==> config.mk <==
export PLATFORM = sky130hd
export DESIGN_NAME = wb_reg_file
export DESIGN_NICKNAME = d
export VERILOG_FILES = /design/src/rtl/wb_reg_file.sv
export SDC_FILE = /design/constraint.sdc
export NUM_CORES = 2
export LEC_CHECK = 0
export BUFFER_PORTS_ARGS = -buffer_cell sky130_fd_sc_hd__clkbuf_2
export CAP_MARGIN = 20
export CORE_MARGIN = 5
export CORE_UTILIZATION = 57
export DETAILED_ROUTE_END_ITERATION = 16
export PLACE_DENSITY_LB_ADDON = 0.1
export SLEW_MARGIN = 20
export SYNTH_ARGS = -nofsm -noshare
export SYNTH_HDL_FRONTEND = slang
export SYNTH_SLANG_ARGS = --single-unit
==> constraint.sdc <==
create_clock -name clk_i -period 66.5 [get_ports clk_i]
set_clock_uncertainty 0.1 [all_clocks]
set_input_delay 6.65 -clock clk_i [delete_from_list [all_inputs] [get_ports clk_i]]
set_output_delay 6.65 -clock clk_i [all_outputs]
set_load 0.01 [all_outputs]
==> src/rtl/wb_reg_file.sv <==
// wb_reg_file: 32 x 32-bit write-back register file with two combinational
// read ports, a write-back source mux exported for EX-stage forwarding, and a
// saturating count of committed register writes.
// Optional build macro: WB_REG_FILE_BYPASS_EN -- when defined, a read port that
// addresses the register being committed this cycle returns the write-back
// value in the same cycle; when undefined, reads return stored contents only.
module wb_reg_file #(
    parameter int CNT_W = 16
) (
    input  logic             clk_i,
    input  logic             rst_i,
    input  logic             WB_RegWrite_i,
    input  logic             WB_MemtoReg_i,
    input  logic [31:0]      DM_i,
    input  logic [31:0]      ALU_result_i,
    input  logic [4:0]       MUX2_i,
    input  logic [4:0]       RSaddr_i,
    input  logic [4:0]       RTaddr_i,
    output logic [31:0]      RSdata_o,
    output logic [31:0]      RTdata_o,
    output logic [31:0]      WB_data_o,
    output logic [CNT_W-1:0] wb_count_o
);

    localparam logic [CNT_W-1:0] CNT_MAX = {CNT_W{1'b1}};
    localparam logic [CNT_W-1:0] CNT_ONE = CNT_W'(1);

    logic [31:0]      regs_r [0:31];
    logic [CNT_W-1:0] count_r;
    logic [31:0]      wb_data_s;
    logic             commit_s;
    logic [31:0]      rs_data_s;
    logic [31:0]      rt_data_s;

    // Select the write-back value: memory load data or ALU result.
    always_comb begin
        wb_data_s = 32'd0;
        if (WB_MemtoReg_i) begin
            wb_data_s = DM_i;
        end else begin
            wb_data_s = ALU_result_i;
        end
    end

    // A write to register 0 is discarded and is not counted as a commit.
    always_comb begin
        commit_s = 1'b0;
        if (WB_RegWrite_i && (MUX2_i != 5'd0)) begin
            commit_s = 1'b1;
        end else begin
            commit_s = 1'b0;
        end
    end

    // Register storage; reset clears every entry, commits update one entry.
    always_ff @(posedge clk_i or posedge rst_i) begin
        if (rst_i) begin
            for (int i = 0; i < 32; i++) begin
                regs_r[i] <= 32'd0;
            end
        end else if (commit_s) begin
            regs_r[MUX2_i] <= wb_data_s;
        end
    end

    // Commit counter that holds at all-ones instead of wrapping.
    always_ff @(posedge clk_i or posedge rst_i) begin
        if (rst_i) begin
            count_r <= {CNT_W{1'b0}};
        end else if (commit_s && (count_r != CNT_MAX)) begin
            count_r <= count_r + CNT_ONE;
        end
    end

    // Read port A: zero during reset and for index 0, optional same-cycle bypass.
    always_comb begin
        rs_data_s = 32'd0;
        if (rst_i) begin
            rs_data_s = 32'd0;
        end else if (RSaddr_i == 5'd0) begin
            rs_data_s = 32'd0;
`ifdef WB_REG_FILE_BYPASS_EN
        end else if (commit_s && (RSaddr_i == MUX2_i)) begin
            rs_data_s = wb_data_s;
`endif
        end else begin
            rs_data_s = regs_r[RSaddr_i];
        end
    end

    // Read port B: same rules as port A, fully independent of it.
    always_comb begin
        rt_data_s = 32'd0;
        if (rst_i) begin
            rt_data_s = 32'd0;
        end else if (RTaddr_i == 5'd0) begin
            rt_data_s = 32'd0;
`ifdef WB_REG_FILE_BYPASS_EN
        end else if (commit_s && (RTaddr_i == MUX2_i)) begin
            rt_data_s = wb_data_s;
`endif
        end else begin
            rt_data_s = regs_r[RTaddr_i];
        end
    end

    assign RSdata_o   = rs_data_s;
    assign RTdata_o   = rt_data_s;
    assign WB_data_o  = wb_data_s;
    assign wb_count_o = count_r;

endmodule

* Word-level counts from Yosys, hierarchy flattened *
Index checks and enable logic that the tools add are counted.
Widths: inputs -> output; s select.

cells by class
  $add $sub $neg = 1
  div/mod/pow operators = 0
  magnitude comparators = 4
  $mul = 0
  shift operators = 0
  reductions and logical operators = 6
  bitwise gates (word level) = 3
  mux-type cells = 15
  equal/unequal tests = 1

operator list
  operator               number
  $bwmux 1024            1
  $bmux 32 s5            2
  $mux 32                10
  $demux 32 s5           1
  $ge 6x6->1 const B     3
  $not 5->6              3
  $add 16x1->16 const B  1
  $ne 16x16->1 const B   1
  $logic_not 5->1        2
  $lt 6x1->1 const B     1
  $reduce_bool 5->1      1
  $logic_and 1x1->1      3
  $mux 1                 1

storage, ports and cells
  latch bits = 0
  memories kept = 0
  bits in writable memories = 0
  bits in read-only memories = 0
  register bits after elaboration = 1,040
  input port bits = 83

* Longest topological paths before layout *
  depth after elaboration = 6
  depth in mapped cells = 8
  depth with buffers taken out = 5

* Worst setup path before layout *
No wires, ideal clock.

  path type = input to output
  from = input port rst_i
  to = output port RTdata_o[30]
  cell stages on the path = 7
  path slack = 29.032 ns
  data required time = 59.750 ns
  arrival time = 30.718 ns
  cells stage by stage = clkbuf_1 > inv_1 > and4_1 > clkbuf_1 > clkbuf_1 > a22oi_1 > nand4_1

between the ends
  word-level cells in the longest chain between the ends = 1

RTL lines
  element      RTL line  RTL
  from (decl)  11        input logic rst_i,
  $mux 32      94        if (rst_i) begin
  to (decl)    20        output logic [31:0] RTdata_o,

Every way passes these cells.

* Worst setup path after layout *
  from = input port RSaddr_i[1]
  to = output port RSdata_o[29]

between the ends
  word-level cells in the longest chain between the ends = 6

RTL lines
  element                                      RTL line  RTL
  from (decl)                                  17        input logic [4:0] RSaddr_i,
  $not 5->6 (not written as such)              87        rs_data_s = regs_r[RSaddr_i];
  $bmux 32 s5                                  87
  $mux 32 (not written as such) (2 in series)  87
  $mux 32 (*)                                  80        end else if (RSaddr_i == 5'd0) begin
  $mux 32 (*)                                  78        if (rst_i) begin
  to (decl)                                    19        output logic [31:0] RSdata_o,

Every way passes the cells marked *; elsewhere a longest branch is shown, timed or not. The select of a mux whose other input is x is not followed.

==> results.json <==
{
  "cp_max_fo": 134,
  "critical_path.max_stage_delay_ps": 770,
  "synth_top_area_share_pct": 48.8,
  "async_reset_ff_share_pct": 100,
  "min_period_ps": 17100,
  "path_common_cell": "buf_12",
  "cts_hold_buf": 0,
  "fin_tns_setup_ps": 0,
  "syn_inst": 5192,
  "ys_ff_latch": 1010,
  "drtAntennaViolNets": 0,
  "dieArea_um2": 97000,
  "first_global_vias": 40642,
  "fin_ws_ps": 49400,
  "ios": 195,
  "drive_above_1_share_pct": 15.0,
  "cts.sinks": 1010,
  "clk_pin_slew_ps": 60,
  "cp_num_buf_inv": 4,
  "hold_violations": 0,
  "worstPathRequired_ps": 59750,
  "wirelength_um": 172000,
  "num_rows": 110,
  "grt_pass1_wl_um": 260000,
  "start_util_pct": 57.5,
  "wl_per_cell_um": 27.1,
  "syn_avg_cell_area_um2": 9.98,
  "root_buffer": "clkbuf_16",
  "rr_startpoint": "wb_count_o[2]",
  "synth_ff_type": "dfrtp_1",
  "maxCapViolCount": 0,
  "min_path_type": "flip-flop to flip-flop",
  "grt_use_total_pct": 34.9,
  "num-nets-final": 5172,
  "max-vdd-ir-drop_mv": 0.0261,
  "final_cells": 6357,
  "dp_hpwl_um": 97800,
  "arrival_ps": 10350,
  "fin_util_pct": 63.8,
  "rr_worst_depth": 5,
  "post_cts_resized": 0,
  "tightestPinTransition_ps": 1210,
  "yosysWarnings": 0,
  "worstHoldStart": "regs_r[1013]",
  "clock_latency_ps": 680,
  "vias": 42137,
  "core_um2": 90100,
  "avgViaCountPerCell": 6.63,
  "maxSlewViolCount": 0,
  "ys_types": 46,
  "synth_area_um2": 51800,
  "synth_area_leaders": "dfrtp_1 49%, mux2i_1 12%, mux4_2 8.4%",
  "min_path_cells": 0,
  "rsz0062_at_grt": "false",
  "cp_slowest_cell": "buf_12",
  "setup_viol": 0,
  "r2r_end": "wb_count_o[15]",
  "reg2reg_slack_ps": 64390,
  "port-buffer-count": 194,
  "fin_crit_sh_pct": 25.7,
  "leakage_nw": 25.7,
  "cp_cell_sequence": "buf_8, buf_12, buf_12, mux4_2, a22oi_1, nand4_1, clkbuf_2",
  "postCtsSetupBuffers": 0,
  "crit_family": "buffers and inverters",
  "die_w_um": 311,
  "crit_path_start_kind": "input pin",
  "crit_path_end_kind": "primary output",
  "drtIter0Drc": 4913,
  "synth.largest_area_cell": "dfrtp_1",
  "syn_nets": 5276,
  "cts_buffers": 108,
  "pre_cts_ws_ps": 49410,
  "dp.cells": 6153,
  "area_delta_synth_final_pct": 10.9,
  "synth-seq-area-share_pct": 48.8,
  "place.gp.congestion": 0.839,
  "status": "finished clean",
  "antenna_found_initial": 2,
  "min_to": "regs_r[1013]",
  "dr.pass1.iters": 7,
  "clockBufferDepth": 3,
  "cts_tree": "built",
  "power_density_nw_per_um2": 32.0,
  "p_total_mw": 1.84,
  "grt_max_degree": 135,
  "setup.worst_path.class": "input pin to primary output",
  "grt.overflow.total": 0,
  "fill_cells": 7333,
  "max-slew-margin-rel_pct": 18.7,
  "htreeDepth": 3,
  "fmax_mhz": 58.5,
  "dieHeight_um": 311,
  "synth_edf_count": 0,
  "drc": 0
}
registers in the layout, indices dropped and copies added (netlist names):
| signal | count |
|---|---|
| regs_r | 994 |
| wb_count_o | 16 |
cell families after synthesis:
| kind of cell | after synthesis | share of synthesized area [%] |
|---|---|---|
| multiplexers | 800 | 20.1 |
| buffers and inverters | 561 | 4.27 |
| AND/OR/NAND/NOR | 1292 | 10.0 |
| flip-flops | 1010 | 48.8 |
| XOR/XNOR | 15 | 0.254 |
| adder cells (fa/ha/maj) | 1 | 0.0241 |
| AO/OA/AOI/OAI | 1513 | 16.5 |
per-stage QoR:
stage | hold slack (ps) | area, um^2
final | 277 | 57500
after global routing | 295 | 57500
after CTS | 278 | 57400
after detailed placement | 263 | 53700
after global placement | 261 | 53700
after floorplan | 325 | 51800
cells in the final DEF, fill, tap and decap left out, types with 62 or more instances in the layout:
cell | synthesis | layout
a21oi_1 | 389 | 389
a221oi_1 | 62 | 62
a22oi_1 | 189 | 189
buf_4 | 1 | 113
clkbuf_16 | 0 | 111
clkbuf_2 | 0 | 189
dfrtp_1 | 1010 | 1010
mux2i_1 | 604 | 572
mux4_2 | 193 | 193
nand2_1 | 768 | 743
nand4_1 | 68 | 68
nor2_1 | 400 | 390
o21ai_0 | 668 | 668
o22ai_1 | 189 | 189
Yosys cell counts (all sizes together) (2+ instances only):
master / instances
a22oi: 189
buf: 106
nor2: 404
o31ai: 2
mux4: 193
and3: 2
clkbuf: 419
or2: 3
or3: 3
o41ai: 2
nand4b: 3
nor4: 3
nand2: 768
mux2i: 604
o21ai: 672
o221ai: 2
a31oi: 2
nand3b: 5
inv: 36
and2: 3
nand4: 68
o32ai: 2
a221oi: 62
dfrtp: 1010
and4: 5
xnor2: 11
a21oi: 389
mux2: 3
nor3b: 3
nor2b: 7
nor3: 3
nand3: 8
xor2: 4
o22ai: 189
nor4b: 2
routing by layer:
| metal | wire [um] | vias up | track usage [%] | part of all wire [%] |
|---|---|---|---|---|
| met4 | 6070 | 0 | 12.0 | 3.5 |
| li1 | - | 18494 | - | - |
| met1 | 71900 | 21013 | 50.6 | 42 |
| met2 | 77500 | 2201 | 53.4 | 45 |
| met5 | 0 | - | 0 | 0 |
| met3 | 17000 | 429 | 7.12 | 9.9 |
how the worst max path moves through the flow:
stage                      startpoint           end  slack [ps]  cells past startpoint
after floorplan                 rst_i  RTdata_o[30]       29030                      7
after global placement    RSaddr_i[1]  RSdata_o[29]       49420                      7
after detailed placement  RSaddr_i[1]  RSdata_o[29]       49410                      7
after CTS                 RSaddr_i[1]  RSdata_o[29]       49410                      7
after global routing      RSaddr_i[1]  RSdata_o[31]       49310                      8
final                     RSaddr_i[1]  RSdata_o[29]       49400                      7
cell type report:
class                   count  area, um^2  share of cell area (%)
flip-flops and latches   1010       25300                    44.0
multi-input cells        3621       24900                    43.3
clock buffers             158        3180                    5.54
repair buffers            311        1950                    3.40
well taps                1176        1470                    2.56
clock inverters            43         553                   0.962
inverters                  36         143                   0.248
diodes                      2        5.00                 0.00871
power breakdown:
part           switching [mW]  internal (mW)  total (mW)
clock                   0.256          0.381       0.637
combinational           0.190          0.165       0.355
sequential              0.103          0.746       0.849
total                   0.549           1.29        1.84
Power figures use the tool's default switching activity.
